## config.mk

```make
export PLATFORM = sky130hd
export DESIGN_NAME = ppc_mailbox
export DESIGN_NICKNAME = d
export VERILOG_FILES = /design/src/rtl/ppc_mbox_pkg.sv /design/src/rtl/mbox_fifo.sv /design/src/rtl/ppc_mailbox.sv
export SDC_FILE = /design/constraint.sdc
export NUM_CORES = 1
export LEC_CHECK = 0
export BUFFER_PORTS_ARGS = -buffer_cell sky130_fd_sc_hd__buf_2
export CAP_MARGIN = 20
export CORE_MARGIN = 5
export CORE_UTILIZATION = 61
export DETAILED_ROUTE_END_ITERATION = 8
export PLACE_DENSITY = 0.86
export SLEW_MARGIN = 20
export SYNTH_ARGS = -nofsm -noshare
export SYNTH_HDL_FRONTEND = slang
export SYNTH_SLANG_ARGS = --single-unit
```

## constraint.sdc

```tcl
create_clock -name clk -period 4.55 [get_ports clk]
set_clock_uncertainty 0.05 [all_clocks]
set_input_delay 0.2275 -clock clk [delete_from_list [all_inputs] [get_ports clk]]
set_output_delay 0.2275 -clock clk [all_outputs]
set_load 0.01 [all_outputs]
```

## src/rtl/ppc_mbox_pkg.sv

```systemverilog
// Shared register map and STATUS layout for the PPC mailbox.
// Latency: n/a (constants and types only).
// Backpressure: n/a.
package ppc_mbox_pkg;

  // Word offsets decoded from addr[2:0]; offsets 4-7 are reserved
  typedef enum logic [2:0] {
    REG_TXDATA = 3'd0,
    REG_RXDATA = 3'd1,
    REG_STATUS = 3'd2,
    REG_IRQ_EN = 3'd3
  } mbox_reg_e;

  // STATUS bit positions
  localparam int ST_TX_FULL    = 0;
  localparam int ST_TX_EMPTY   = 1;
  localparam int ST_RX_FULL    = 2;
  localparam int ST_RX_EMPTY   = 3;
  localparam int ST_TX_OVF     = 4;
  localparam int ST_RX_UDF     = 5;
  localparam int ST_TX_CNT_LSB = 8;
  localparam int ST_RX_CNT_LSB = 16;

endpackage

```

## src/rtl/mbox_fifo.sv

```systemverilog
// Circular FIFO with head-of-queue data exposed combinationally from storage.
// Latency: a pushed word is visible at the head the cycle after the push.
// Backpressure: push ignored while full at cycle start; pop ignored while empty.
module mbox_fifo #(
  parameter int DEPTH = 16,
  parameter int DW    = 32
) (
  input  logic                   clk,
  input  logic                   rst,
  input  logic                   push,
  input  logic [DW-1:0]          push_dat,
  input  logic                   pop,
  output logic [DW-1:0]          head_dat,
  output logic                   full,
  output logic                   empty,
  output logic [$clog2(DEPTH):0] count
);
  localparam int AW = $clog2(DEPTH);

  logic [DW-1:0] mem_q [DEPTH];
  logic [AW-1:0] wr_ptr_q, wr_ptr_d;
  logic [AW-1:0] rd_ptr_q, rd_ptr_d;
  logic [AW:0]   count_q, count_d;
  logic          push_ok, pop_ok;

  assign full     = (count_q == (AW+1)'(DEPTH));
  assign empty    = (count_q == '0);
  assign count    = count_q;
  assign head_dat = mem_q[rd_ptr_q];

  // Qualify requests against start-of-cycle state; pointers wrap modulo DEPTH
  always_comb begin
    push_ok  = push & ~full;
    pop_ok   = pop & ~empty;
    wr_ptr_d = push_ok ? wr_ptr_q + AW'(1) : wr_ptr_q;
    rd_ptr_d = pop_ok  ? rd_ptr_q + AW'(1) : rd_ptr_q;
    count_d  = count_q;
    case ({push_ok, pop_ok})
      2'b10:   count_d = count_q + (AW+1)'(1);
      2'b01:   count_d = count_q - (AW+1)'(1);
      default: count_d = count_q;
    endcase
  end

  // Storage is not reset; clearing the pointers discards its contents
  always_ff @(posedge clk) begin
    if (push_ok) mem_q[wr_ptr_q] <= push_dat;
  end

  // Pointer and occupancy registers
  always_ff @(posedge clk) begin
    if (rst) begin
      wr_ptr_q <= '0;
      rd_ptr_q <= '0;
      count_q  <= '0;
    end else begin
      wr_ptr_q <= wr_ptr_d;
      rd_ptr_q <= rd_ptr_d;
      count_q  <= count_d;
    end
  end

endmodule

```

## src/rtl/ppc_mailbox.sv

```systemverilog
// CPU-facing mailbox: TX FIFO drained by the peer, RX FIFO filled by the peer, STATUS/IRQ_EN regs.
// Latency: register reads return one cycle after re_i; irq_o follows rx_empty/IRQ_EN by one cycle.
// Backpressure: in_ready drops when RX is full, out_valid drops when TX is empty; interrupt logic only with PPC_MBOX_IRQ_EN.
module ppc_mailbox
  import ppc_mbox_pkg::*;
#(
  parameter int DEPTH = 16,
  parameter int DW    = 32
) (
  input  logic          clk,
  input  logic          rst,
  input  logic [21:0]   addr,
  input  logic          re_i,
  input  logic          we_i,
  input  logic [DW-1:0] wdata,
  output logic [DW-1:0] rdata,
  output logic          rdata_valid,
  input  logic          in_valid,
  input  logic [DW-1:0] in_data,
  output logic          in_ready,
  output logic          out_valid,
  output logic [DW-1:0] out_data,
  input  logic          out_ready,
  output logic          irq_o
);
  localparam int CW = $clog2(DEPTH) + 1;

  logic [2:0]    reg_off;
  logic          rd_act, tx_push, rx_pop, st_wr;
  logic          tx_full, tx_empty, rx_full, rx_empty;
  logic [CW-1:0] tx_count, rx_count;
  logic [DW-1:0] rx_head;
  logic [DW-1:0] status;

  logic          tx_ovf_q, tx_ovf_d;
  logic          rx_udf_q, rx_udf_d;
  logic          irq_en_q, irq_en_d;
  logic          irq_q, irq_d;
  logic [DW-1:0] rdata_q, rdata_d;
  logic          rdata_valid_q, rdata_valid_d;

  // Only the low three address bits select a register; the rest alias
  logic unused_addr_hi;
  assign unused_addr_hi = ^addr[21:3];

  // Bus decode: a write in the same cycle as a read wins and the read is dropped
  always_comb begin
    reg_off = addr[2:0];
    rd_act  = re_i & ~we_i;
    tx_push = we_i & (reg_off == REG_TXDATA);
    rx_pop  = rd_act & (reg_off == REG_RXDATA);
    st_wr   = we_i & (reg_off == REG_STATUS);
  end

  mbox_fifo #(.DEPTH(DEPTH), .DW(DW)) u_tx_fifo (
    .clk      (clk),
    .rst      (rst),
    .push     (tx_push),
    .push_dat (wdata),
    .pop      (out_ready),
    .head_dat (out_data),
    .full     (tx_full),
    .empty    (tx_empty),
    .count    (tx_count)
  );

  mbox_fifo #(.DEPTH(DEPTH), .DW(DW)) u_rx_fifo (
    .clk      (clk),
    .rst      (rst),
    .push     (in_valid),
    .push_dat (in_data),
    .pop      (rx_pop),
    .head_dat (rx_head),
    .full     (rx_full),
    .empty    (rx_empty),
    .count    (rx_count)
  );

  assign in_ready  = ~rx_full;
  assign out_valid = ~tx_empty;

  // STATUS word assembled from live FIFO state and sticky flags
  always_comb begin
    status                          = '0;
    status[ST_TX_FULL]              = tx_full;
    status[ST_TX_EMPTY]             = tx_empty;
    status[ST_RX_FULL]              = rx_full;
    status[ST_RX_EMPTY]             = rx_empty;
    status[ST_TX_OVF]               = tx_ovf_q;
    status[ST_RX_UDF]               = rx_udf_q;
    status[ST_TX_CNT_LSB +: CW]     = tx_count;
    status[ST_RX_CNT_LSB +: CW]     = rx_count;
  end

  // Next-state for sticky flags, interrupt enable and the read-data register
  always_comb begin
    tx_ovf_d      = tx_ovf_q;
    rx_udf_d      = rx_udf_q;
    irq_en_d      = irq_en_q;
    irq_d         = 1'b0;
    rdata_d       = rdata_q;
    rdata_valid_d = rd_act;

    if (tx_push && tx_full)        tx_ovf_d = 1'b1;
    if (st_wr && wdata[ST_TX_OVF]) tx_ovf_d = 1'b0;
    if (rx_pop && rx_empty)        rx_udf_d = 1'b1;
    if (st_wr && wdata[ST_RX_UDF]) rx_udf_d = 1'b0;

`ifdef PPC_MBOX_IRQ_EN
    if (we_i && (reg_off == REG_IRQ_EN)) irq_en_d = wdata[0];
    irq_d = irq_en_q & ~rx_empty;
`else
    irq_en_d = 1'b0;
`endif

    if (rd_act) begin
      rdata_d = '0;
      case (reg_off)
        REG_RXDATA: if (!rx_empty) rdata_d = rx_head;
        REG_STATUS: rdata_d = status;
        REG_IRQ_EN: rdata_d[0] = irq_en_q;
        default:    rdata_d = '0;
      endcase
    end
  end

  // Control registers; reset also kills a read issued in the reset cycle
  always_ff @(posedge clk) begin
    if (rst) begin
      tx_ovf_q      <= 1'b0;
      rx_udf_q      <= 1'b0;
      irq_en_q      <= 1'b0;
      irq_q         <= 1'b0;
      rdata_q       <= '0;
      rdata_valid_q <= 1'b0;
    end else begin
      tx_ovf_q      <= tx_ovf_d;
      rx_udf_q      <= rx_udf_d;
      irq_en_q      <= irq_en_d;
      irq_q         <= irq_d;
      rdata_q       <= rdata_d;
      rdata_valid_q <= rdata_valid_d;
    end
  end

  assign rdata       = rdata_q;
  assign rdata_valid = rdata_valid_q;
  assign irq_o       = irq_q;

endmodule

```

==> results.md, run 1 <==
CTS:
- The tree built by TritonCTS fans out to 1093 sinks.
- The maximum clock path buffer count is 3.
- Clock-pin slew was measured on the worst setup and hold paths at 0.06 ns.
- The clock latency reported for the late side of the worst-skew pair is 0.67 ns.
- The count of H-tree levels built during CTS is 3.
- The count of instances resized after the clock tree is built is 0.
- The tree is rooted in a sky130_fd_sc_hd__clkbuf_16.
- The number of buffers created by CTS is 106.
- The TritonCTS clock tree is built.
- The number of buffers inserted to repair setup after CTS is 0.
- The hold buffer count at cts is 68.

Timing:
- The worst pin sits at a relative slew slack of 0.3343.
- Setup repair after global routing left no endpoint under its margin.
- The hold violation total from the final report is 0.
- The actual slew at the worst max-slew pin is 0.9986 ns.
- The post-route setup TNS is 0 ns.
- The post-route clock period utilization is 0.7858.
- Based on the critical path, the design can be clocked at up to 0.2797 GHz.
- Setup violations remaining at the end of the flow were counted as 0.
- After layout, the minimum clock period comes to 3.575 ns.
- The number of max-slew violations in the final report is 0.

Synthesis:
- The average cell area after synthesis is 22.17 µm².
- The top cell type's share of synthesized area is 0.7422.
- For this run, asynchronously set or reset flops after synthesis account for 0.
- Among all cell types in the netlist, the one instantiated most often is sky130_fd_sc_hd__edfxtp_1.
- Among all flip-flop cells after synthesis, the most frequent one is sky130_fd_sc_hd__edfxtp_1.
- The combined area of all synthesized cells is 0.04143 mm².
- The count of state elements after synthesis is 1093.
- By area the synthesized netlist is led by sky130_fd_sc_hd__edfxtp_1, sky130_fd_sc_hd__mux4_2, sky130_fd_sc_hd__dfxtp_1.
- The sequential element share of the synthesized area is 0.7755.
- By count the netlist is led by sky130_fd_sc_hd__edfxtp_1, sky130_fd_sc_hd__mux4_2, sky130_fd_sc_hd__nor2_1.
- The cell count after synthesis came out at 1869.
- In this run, distinct cell masters in the synthesized netlist total 49.
- For this run, the number of Yosys warnings is 0.
- Yosys mapped a number of flops with a built-in enable equal to 1024.
- The top cell type by total area after synthesis is sky130_fd_sc_hd__edfxtp_1.
- The number of nets handed over by synthesis was 1977.

Place:
- The routability congestion estimate from global placement is 0.8109.
- Buffers placed on the I/O ports in this run total 139.
- Summed over all nets, the half-perimeter wirelength after detailed placement is 50610 µm.

Route:
- Summed over all layers, the routed wires come to 98350 µm.
- The first-pass iteration count of the detailed router is 8.
- In the routed layout, each cell is associated on average with a via count of 6.741.
- The average routed wire per standard cell is 31.63 µm.
- After the first detailed-routing iteration, the DRC count stood at 2921.
- The number of DRC violations after detailed routing is 0.
- The detailed-route via count is 20960.
- The number of nets still failing antenna checks after routing is 0.

Setup path:
- STA classifies the critical path endpoint as a flip-flop.
- Data on the critical path is required at its endpoint by 5.05 ns.
- The highest net fanout along the worst path is 16.
- The kind of critical path is in -> reg.
- At the worst endpoint, the arrival time is 4.07 ns.
- The type of element launching the critical path is an input pin.

Status:
- The flow ran to the end, and the final reports show no timing, DRC or antenna violations.

Global routing:
- The first global-routing pass estimated 145200 µm of wire.
- The initial antenna violation count is 4.
- The number of global-route vias before repair is 22120.
- The total overflow left after global routing is 0.
- Across every metal layer, demand over resource in global routing totals 0.2681.
- Entering global routing, the biggest net connects 129 pins.

Power and ir drop:
- Across the VDD grid, the largest voltage drop is 0.4600 mV.
- The total power density per cell area is 455.5 mW/mm².
- The reported leakage power is 15.18 nW.

Floorplanning:
- For this configuration, the core starts out at a cell density of 0.6158.
- The die outline width is 270.6 µm.
- The core region is 0.06728 mm².
- The floorplan has 95 rows.
- The die covers 0.07323 mm².
- Pin placement for this block handled 160 I/O pins.
- The floorplan step set the die height to 270.6 µm.

Finish:
- Of the cells placed in the final design, the portion with a size suffix greater than 1 is 0.3150.
- After filler insertion, the fill cell instance count of the layout stands at 3670.
- For this run, the share of the core covered by cells in the final layout is 0.7109.
- The area growth from synthesis to layout is 15.44%.
- After the last flow step, the layout net total stands at 2249.

Flow run:
- Across the run, the number of max-cap violations was 0.

Worst hold path:
- The class of the tightest hold or removal check is in -> reg.
==> state kept, by name, indices dropped and copies added, names as in the netlist, named ones only <==
register / flops
u_tx_fifo.count: 5
u_rx_fifo.rd_ptr_q: 4
rdata_valid: 1
u_tx_fifo.rd_ptr_q: 4
rx_udf_q: 1
tx_ovf_q: 1
u_tx_fifo.mem_q: 512
u_rx_fifo.wr_ptr_q: 4
rdata: 32
u_rx_fifo.mem_q: 512
u_tx_fifo.wr_ptr_q: 4
u_rx_fifo.count: 5
==> cell usage in the layout, fill, tap and decap left out, types with 28 or more instances in the layout <==
master                          count
sky130_fd_sc_hd__mux4_2           288
sky130_fd_sc_hd__edfxtp_1        1024
sky130_fd_sc_hd__nor2_1            54
sky130_fd_sc_hd__dfxtp_1           63
sky130_fd_sc_hd__buf_4             61
sky130_fd_sc_hd__buf_2            138
sky130_fd_sc_hd__nand2_1           54
sky130_fd_sc_hd__clkinv_2          28
sky130_fd_sc_hd__dlygate4sd3_1     68
sky130_fd_sc_hd__clkbuf_16        109
sky130_fd_sc_hd__a22oi_1           65
==> path summary, 6_finish.rpt <==
kind | from | slack [ns] | endpoint | depth (start not counted)
setup / recovery | we_i | 0.97 | u_rx_fifo.count[4] | 11
setup reg to reg | u_tx_fifo.count[1] | 1.06 | u_tx_fifo.count[4] | 10
hold / removal | rst | 0.01 | u_rx_fifo.wr_ptr_q[2] | 2
hold reg to reg | rdata[23] | 0.43 | rdata[23] | 1
==> routing by layer <==
metal	vias up	routed length (µm)	global-route usage
met4	4	3510	0.09179
met3	242	7790	0.04980
met5	-	22	0
li1	8407	-	-
met2	1327	53420	0.4807
met1	10980	33600	0.3328
==> cell type report <==
class                   count  area (µm²)  area share
flip-flops and latches   1093       32150      0.6722
clock buffers             128        2809     0.05873
inverters                  12       45.04   0.0009418
clock inverters            71       713.2     0.01491
diodes                      4       10.01   0.0002093
well taps                 873        1092     0.02284
multi-input cells         655        9050      0.1892
repair buffers            273        1957     0.04092
==> cell families (layout without fill, tap and decap cells) <==
group,Yosys count,after routing,synth area share
DFF,1093,1093,0.7755
muxes,293,293,0.1578
and+or+nand+nor,193,193,0.02138
AOI/OAI and AO/OA,131,131,0.02392
buffers and inverters,121,484,0.01199
xor gates and xnor gates,21,21,0.004439
adders and majority gates,16,16,0.004832
other,1,5,0.00009051
==> power by group <==
group	total, mW	switching (mW)	leakage, nW	internal (mW)
logic	1.69	0.835	3.65	0.850
clock network	8.90	3.76	1.73	5.14
registers	11.2	0.127	9.79	11.1
total	21.8	4.72	15.2	17.1
==> critical path, stage by stage <==
cell	delay [ns]
sky130_fd_sc_hd__dlygate4sd3_1	0.54
sky130_fd_sc_hd__buf_2	0.16
sky130_fd_sc_hd__nand2b_1	0.44
sky130_fd_sc_hd__a211oi_2	0.66
sky130_fd_sc_hd__ha_1	0.48
sky130_fd_sc_hd__xor2_1	0.12
sky130_fd_sc_hd__ha_1	0.21
sky130_fd_sc_hd__a41oi_1	0.36
sky130_fd_sc_hd__a21oi_1	0.19
sky130_fd_sc_hd__o2bb2ai_1	0.16
sky130_fd_sc_hd__or4b_1	0.52
==> per-stage QoR <==
stage	power [mW]	cells	setup WS (ns)	area (µm²)	hold slack, ns
detailed placement	13.01	2835	0.9067	43550	0.4130
global placement	12.92	2835	1.096	43550	0.4107
global route	22.48	3107	0.7035	47820	0.03367
finish	21.79	3109	0.9745	47830	0.01230
floorplan	12.48	1869	0.4905	41430	0.2764
CTS	21.88	3102	0.8908	47760	0.001983
No activity file was read; power rests on OpenSTA's default activity.
==> run 2, diff against run 1 <==
==> constraint.sdc (replaced) <==
create_clock -name clk -period 3.4 [get_ports clk]
set_clock_uncertainty 0.05 [all_clocks]
set_input_delay 0.17 -clock clk [delete_from_list [all_inputs] [get_ports clk]]
set_output_delay 0.17 -clock clk [all_outputs]
set_load 0.01 [all_outputs]
==> results.md, run 2 (synthesis results as in run 1) <==
Power and ir drop:
- The total power density per cell area is 592.2 mW/mm² (+30%).
- The net switching power came to 6.218 mW (+32%).
- The worst voltage drop across the vdd grid came to 0.4500 mV (-2.2%).
- The reported leakage power is 15.14 nW (-0.24%).
- The switching share of power was 0.2185 (+0.001977).
- The proportion of power drawn by flip-flops and latches is 0.526 (+0.012).
- The total power of the final layout is 28.45 mW (+31%).
- The internal power contribution is 22.24 mW (+30%).
- The share of total power in the clock network is 0.393 (-0.015).
- The relative contribution of combinational cells to total power is 0.081 (+0.004).

CTS:
- The count of instances resized after the clock tree is built is 0 (unchanged).
- The count of H-tree levels built during CTS was 3 (unchanged).
- The post-CTS clock slew at the launch and capture registers of the worst setup and hold paths is 0.06 ns (about the same).
- The number of buffers inserted to repair setup after CTS came to 0 (unchanged).
- The number of buffers created by CTS is 104 (-1.9%).
- The clock latency reported for the late side of the worst-skew pair is 0.67 ns (about the same).
- CTS placed an instance of sky130_fd_sc_hd__clkbuf_16 at the clock tree root.
- The maximum clock path buffer count is 3 (unchanged).
- The TritonCTS clock tree is built.
- The clock sink count is 1093 (unchanged).

Timing:
- The number of setup violations in the final report came to 0 (unchanged).
- Setup repair after global routing left no endpoint under its margin.
- The hold violation total from the final report is 0 (unchanged).
- The final worst setup slack was 0.1862 ns (-0.7883 ns).
- The post-route clock period utilization is 0.9452.
- The actual slew at the worst max-slew pin is 1.094 ns (+0.09547 ns).
- The post-route setup TNS is 0 ns (unchanged).
- For this run, the top clock speed supported by timing is 0.3112 GHz.
- The minimum period implied by the final worst setup slack is 3.214 ns.
- The number of max-slew violations in the final report is 0 (unchanged).
- The worst slew margin relative to its limit was 0.2679 (-0.06634).

Place:
- The half-perimeter wire length of the detailed placement result is 51480 µm (+1.7%).
- The post-placement setup slack is 0.2221 ns (-0.6846 ns).
- The routability congestion estimate from global placement is 0.8303 (+2.4%).
- The number of input and output port buffers inserted is 139 (unchanged).
- The number of instances in the placed design is 2847 (+0.42%).

Finish:
- The proportion of layout cells with a drive suffix above 1 is 0.3110 (-0.003972).
- The fill cell instance count of the final layout is 3625 (-1.2%).
- Leaving out fill and tap cells, the most frequent cell in the layout is sky130_fd_sc_hd__edfxtp_1.
- The net total in the final layout is 2258 (+0.40%).
- In the layout the commonest cells are sky130_fd_sc_hd__edfxtp_1, sky130_fd_sc_hd__mux4_2, sky130_fd_sc_hd__buf_2, sky130_fd_sc_hd__clkbuf_16, sky130_fd_sc_hd__dlygate4sd3_1.
- The area growth from synthesis to layout is 15.97%.
- The number of standard cells in the final layout excluding fillers came to 3117 (+0.26%).

Floorplanning:
- The die outline width is 270.6 µm (unchanged).
- The effective utilization at floorplan came to 0.6158 (unchanged).
- The count of pins on the block boundary is 160 (unchanged).
- The floorplan core area is 0.06728 mm² (unchanged).
- The die footprint is 0.07323 mm² (unchanged).
- The number of rows created at floorplan is 95 (unchanged).
- The overall die height is 270.6 µm (unchanged).

Route:
- The average routed wire per standard cell is 32.37 µm (+2.3%).
- The number of nets still failing antenna checks after routing is 0 (unchanged).
- The per-cell via count in the routed design is 6.764 (+0.33%).
- The detailed-route via count is 21080 (+0.59%).
- The number of DRC violations after detailed routing is 0 (unchanged).
- The final wirelength is 100900 µm (+2.6%).
- The violation count after the first detailed-routing iteration is 2420 (-17%).
- The first-pass iteration count of the detailed router is 6 (-2).

Global routing:
- The total overflow reported by the global router is 0 (unchanged).
- The initial antenna violation count is 4 (unchanged).
- The total track usage is 0.2767 (+0.008591).
- The first-pass GRT wire length is 149000 µm (+2.6%).
- The pin count of the biggest net entering global routing is 56 (-57%).
- The number of global-route vias before repair is 22230 (+0.50%).

Setup path:
- The critical path capture point is out_data[28].
- The data required time of the worst path is 3.18 ns (-1.87 ns).
- The kind of critical path is reg -> out.
- The setup slack of the worst register-to-register path is 0.22 ns (-0.84 ns).
- The depth of the most critical reg-to-reg path was 10 (unchanged).
- The worst reg2reg path endpoint is u_tx_fifo.count[4].
- STA classifies the critical path startpoint as a flip-flop.
- STA classifies the critical path endpoint as a primary output.
- The startpoint of the most critical register-to-register path is u_tx_fifo.count[2].
- The highest net fanout along the worst path is 38 (+22).
- The data arrival time of the worst path was 2.99 ns (-1.08 ns).

Worst hold path:
- The path class of the tightest hold or removal check is in -> reg.

Flow run:
- The number of maximum-capacitance violations is 0 (unchanged).

Status:
- The flow ran to the end, and the final reports show no timing, DRC or antenna violations.
## run 2: stage by stage
| stage | hold WS (ns) | util | instance area [µm²] |
|---|---|---|---|
| finish | 0.07623 | 0.7142 | 48050 |
| global route | 0.1008 | 0.7141 | 48040 |
| CTS | 0.01996 | 0.7139 | 48030 |
| detailed placement | 0.3798 | 0.6550 | 44070 |
| global placement | 0.3729 | 0.6550 | 44070 |
| floorplan | 0.2189 | - | 41470 |
## run 2: final cells by class
cell class              instances  area [µm²]  area share
clock buffers                 130        2731     0.05685
inverters                      12       45.04   0.0009375
flip-flops and latches       1093       32150      0.6691
well taps                     873        1092     0.02273
repair buffers                284        2385     0.04963
clock inverters                64       530.5     0.01104
multi-input cells             655        9100      0.1894
diodes                          6       15.01   0.0003125
## run 2: layer usage
layer | share of wire | vias to the layer above | track usage | wire, µm
met4 | 0.036 | 2 | 0.09705 | 3681
li1 | - | 8431 | - | -
met5 | 0.00013 | - | 0 | 13
met1 | 0.34 | 11090 | 0.3435 | 34290
met3 | 0.083 | 240 | 0.05175 | 8391
met2 | 0.54 | 1316 | 0.4946 | 54520
## run 2: worst min path at each step
| stage | end | from | cells after the start |
|---|---|---|---|
| final | rdata[1] | addr[0] | 6 |
| after global routing | u_rx_fifo.count[3] | in_valid | 5 |
| after CTS | rdata[1] | addr[2] | 6 |
| after detailed placement | rx_udf_q | we_i | 2 |
| after global placement | rx_udf_q | we_i | 2 |
| after floorplan | u_rx_fifo.mem_q[0][0] | in_data[0] | 0 |
## run 2: critical path, stage by stage (launching register included)
cell and delay, ns:
sky130_fd_sc_hd__dfxtp_4 0.63, sky130_fd_sc_hd__buf_12 0.35, sky130_fd_sc_hd__mux4_2 0.60, sky130_fd_sc_hd__mux4_2 0.56, sky130_fd_sc_hd__buf_2 0.18
## run 2: power groups by stage
stage / combinational (mW) / clock, mW / sequential, mW
4_1_cts: 2.32 / 11.3 / 15.0
2_1_floorplan: 1.55 / 0 / 15.2
3_5_place_dp: 2.20 / 0 / 15.2
5_1_grt: 2.47 / 11.9 / 15.0
3_3_place_gp: 2.10 / 0 / 15.2
6_report: 2.30 / 11.2 / 15.0
## run 2: what timing repair did
| item | 4_1_cts | 5_1_grt |
|---|---|---|
| setup endpoints to repair | 0 | 0 |
| hold buffers | 70 | 0 |
| endpoints found under the hold margin | 1040 | 0 |
==> run 3, diff against run 2 <==
--- a/config.mk
+++ b/config.mk
@@ -11,6 +11,7 @@
 export CORE_UTILIZATION = 61
 export DETAILED_ROUTE_END_ITERATION = 8
 export PLACE_DENSITY = 0.86
+export REMOVE_ABC_BUFFERS = 1
 export SLEW_MARGIN = 20
 export SYNTH_ARGS = -nofsm -noshare
 export SYNTH_HDL_FRONTEND = slang
==> results.md, run 3 (synthesis results as in run 1) <==
Status:
- The flow ran to the end, and the final reports show no timing, DRC or antenna violations.

Route:
- The average routed wire per standard cell is 33.18 µm (+2.5%).
- The per-cell via count in the routed design is 6.861 (+1.4%).
- The number of DRC violations after detailed routing is 0 (unchanged).
- The number of nets still failing antenna checks after routing is 0 (unchanged).
- The violation count after the first detailed-routing iteration is 3065 (+27%).
- The final wirelength is 103100 µm (+2.2%).
- The first-pass iteration count of the detailed router came to 6 (unchanged).
- The detailed-route via count is 21330 (+1.2%).

Worst hold path:
- The class of the tightest hold or removal check is in -> reg.

Timing:
- The post-route clock period utilization was 0.9608 (+0.01561).
- The post-route worst hold slack was 0.1437 ns (+0.06752 ns).
- The actual slew at the worst max-slew pin is 0.9025 ns (-0.1916 ns).
- The highest achievable clock rate is 0.3061 GHz (-1.6%).
- The number of setup violations in the final report came to 0 (unchanged).
- The number of max-slew violations in the final report is 0 (unchanged).
- The worst slew margin relative to its limit came to 0.3984 (+0.1304).
- The minimum period implied by the final worst setup slack is 3.267 ns (+0.05309 ns).
- Setup repair after global routing left no endpoint under its margin.
- The hold violation total from the final report is 0 (unchanged).

Global routing:
- The first-pass GRT wire length is 151500 µm (+1.7%).
- The total overflow reported by the global router is 0 (unchanged).
- The initial antenna violation count came to 1 (-3).
- The number of global-route vias before repair was 22750 (+2.4%).
- The pin count of the biggest net entering global routing is 58 (+3.6%).
- The total track usage is 0.2827 (+0.006055).

CTS:
- The number of buffers created by CTS came to 102 (-1.9%).
- The clock sink count was 1093 (unchanged).
- The post-CTS clock slew at the launch and capture registers of the worst setup and hold paths is 0.07 ns (about the same).
- The number of buffers inserted to repair setup after CTS was 0 (unchanged).
- The count of H-tree levels built during CTS came to 3 (unchanged).
- The clock latency reported for the late side of the worst-skew pair is 0.67 ns (about the same).
- The root buffer cell chosen for the clock tree is sky130_fd_sc_hd__clkbuf_16.
- The maximum clock path buffer count came to 3 (unchanged).
- The TritonCTS clock tree is built.

Place:
- The number of input and output port buffers inserted is 139 (unchanged).
- The half-perimeter wire length of the detailed placement result came to 50450 µm (-2.0%).
- The routability congestion estimate from global placement was 0.8664 (+4.3%).

Power and ir drop:
- The relative contribution of combinational cells to total power is 0.081 (about the same).
- The share of total power in the clock network is 0.406 (+0.013).
- The net switching power is 6.253 mW (+0.56%).
- The proportion of power drawn by flip-flops and latches was 0.513 (-0.013).
- The reported leakage power is 15.28 nW (+0.93%).
- The internal power contribution came to 22.93 mW (+3.1%).
- The total power density per cell area came to 606.2 mW/mm² (+2.4%).
- The worst voltage drop across the vdd grid is 0.7411 mV (+65%).
- The switching share of power came to 0.2142 (-0.004276).
- The total power of the final layout is 29.18 mW (+2.6%).

Finish:
- Leaving out fill and tap cells, the most frequent cells in the layout are sky130_fd_sc_hd__edfxtp_1, sky130_fd_sc_hd__mux4_2, sky130_fd_sc_hd__buf_2, sky130_fd_sc_hd__clkbuf_16, sky130_fd_sc_hd__dlygate4sd3_1.
- The net total in the final layout is 2259 (+0.044%).
- The area growth from synthesis to layout is 16.21%.
- The proportion of layout cells with a drive suffix above 1 is 0.3180 (+0.006966).
- The fill cell instance count of the final layout came to 3633 (+0.22%).
- The most common cell after layout, fill and taps aside is sky130_fd_sc_hd__edfxtp_1.

Setup path:
- The master of the slowest instance on the critical path is sky130_fd_sc_hd__dfxtp_1.
- The library cell appearing most often on the critical path is sky130_fd_sc_hd__ha_1.
- The number of buffer and inverter instances along the worst setup path was 1 (-1).
- Traced cell by cell, the critical path runs through nor4_1 > buf_4 > a21boi_1 > ha_1 > xor2_1 > ha_1 > a31oi_1 > o211a_1 > o31ai_1 > mux2_2.
- The highest net fanout along the worst path was 9 (-76%).
- STA classifies the critical path endpoint as a flip-flop.
- Grouping stages by cell kind, the critical path spends the most delay in compound AO/OA/AOI/OAI gates.
- The data required time of the worst path was 3.90 ns (+0.72 ns).
- The worst setup path is of the reg -> reg kind.
- The biggest cell delay along the critical path came to 0.55 ns (-0.08 ns).
- The data arrival time of the worst path is 3.76 ns (+0.77 ns).
- The type of element launching the critical path is a flip-flop.

Floorplanning:
- The number of rows created at floorplan is 95 (unchanged).
- The die footprint came to 0.07323 mm² (unchanged).
- The die outline width is 270.6 µm (unchanged).
- The effective utilization at floorplan is 0.6158 (unchanged).
- The count of pins on the block boundary was 160 (unchanged).
- The overall die height is 270.6 µm (unchanged).
- The floorplan core area was 0.06728 mm² (unchanged).

Flow run:
- The number of maximum-capacitance violations is 0 (unchanged).
[run 3: worst register-to-register path: stages (launching register included)]
cell                       delay (ns)
sky130_fd_sc_hd__dfxtp_1         0.55
sky130_fd_sc_hd__nor4_1          0.11
sky130_fd_sc_hd__buf_4           0.18
sky130_fd_sc_hd__a21boi_1        0.24
sky130_fd_sc_hd__ha_1            0.47
sky130_fd_sc_hd__xor2_1          0.24
sky130_fd_sc_hd__ha_1            0.19
sky130_fd_sc_hd__a31oi_1         0.07
sky130_fd_sc_hd__o211a_1         0.27
sky130_fd_sc_hd__o31ai_1         0.37
sky130_fd_sc_hd__mux2_2          0.42
[run 3: cell type report]
| type | count | area, µm² | area share |
|---|---|---|---|
| multi-input cells | 655 | 9060 | 0.1882 |
| well taps | 873 | 1092 | 0.02269 |
| diodes | 2 | 5.005 | 0.0001040 |
| inverters | 12 | 45.04 | 0.0009356 |
| clock inverters | 60 | 698.2 | 0.01450 |
| clock buffers | 126 | 2768 | 0.05748 |
| repair buffers | 287 | 2330 | 0.04839 |
| flip-flops and latches | 1093 | 32150 | 0.6677 |
[run 3: what timing repair did]
item,CTS,global route
hold endpoints to repair,1033,0
resized for setup,0,1
setup endpoints to repair,0,1
hold buffers,69,0
[run 3: through the flow]
stage | worst slack [ns] | area (µm²) | util | cells | TNS [ns]
finish | 0.1332 | 48150 | 0.7156 | 3108 | 0
global route | 0.05210 | 48140 | 0.7156 | 3106 | 0
CTS | 0.2136 | 48130 | 0.7154 | 3106 | 0
detailed placement | 0.2985 | 43970 | 0.6536 | 2851 | 0
global placement | 0.3823 | 43970 | 0.6536 | 2851 | 0
floorplan | -3.284 | 40980 | - | 1760 | -361.53
[run 3: metal layers]
metal | share of wire | global-route usage
met3 | 0.10 | 0.06557
met1 | 0.33 | 0.3500
met2 | 0.53 | 0.4992
met5 | 0 | 0
met4 | 0.037 | 0.09435
[run 3: final timing paths]
kind                            slack (ns)          startpoint  depth (start not counted)            endpoint
worst max-delay path                  0.13  u_tx_fifo.count[1]                         10  u_tx_fifo.count[4]
worst min register to register        0.43           rdata[23]                          1           rdata[23]
worst max register to register        0.13  u_tx_fifo.count[1]                         10  u_tx_fifo.count[4]
worst min-delay path                  0.14             addr[0]                          6            rdata[1]
[run 3: power groups by stage]
stage          logic, mW  clock network [mW]  registers [mW]
4_1_cts             2.36                11.9            15.0
2_1_floorplan       1.41                   0            15.4
5_1_grt             2.52                12.6            15.0
3_3_place_gp        2.13                   0            15.2
3_5_place_dp        2.23                   0            15.2
6_report            2.37                11.8            15.0
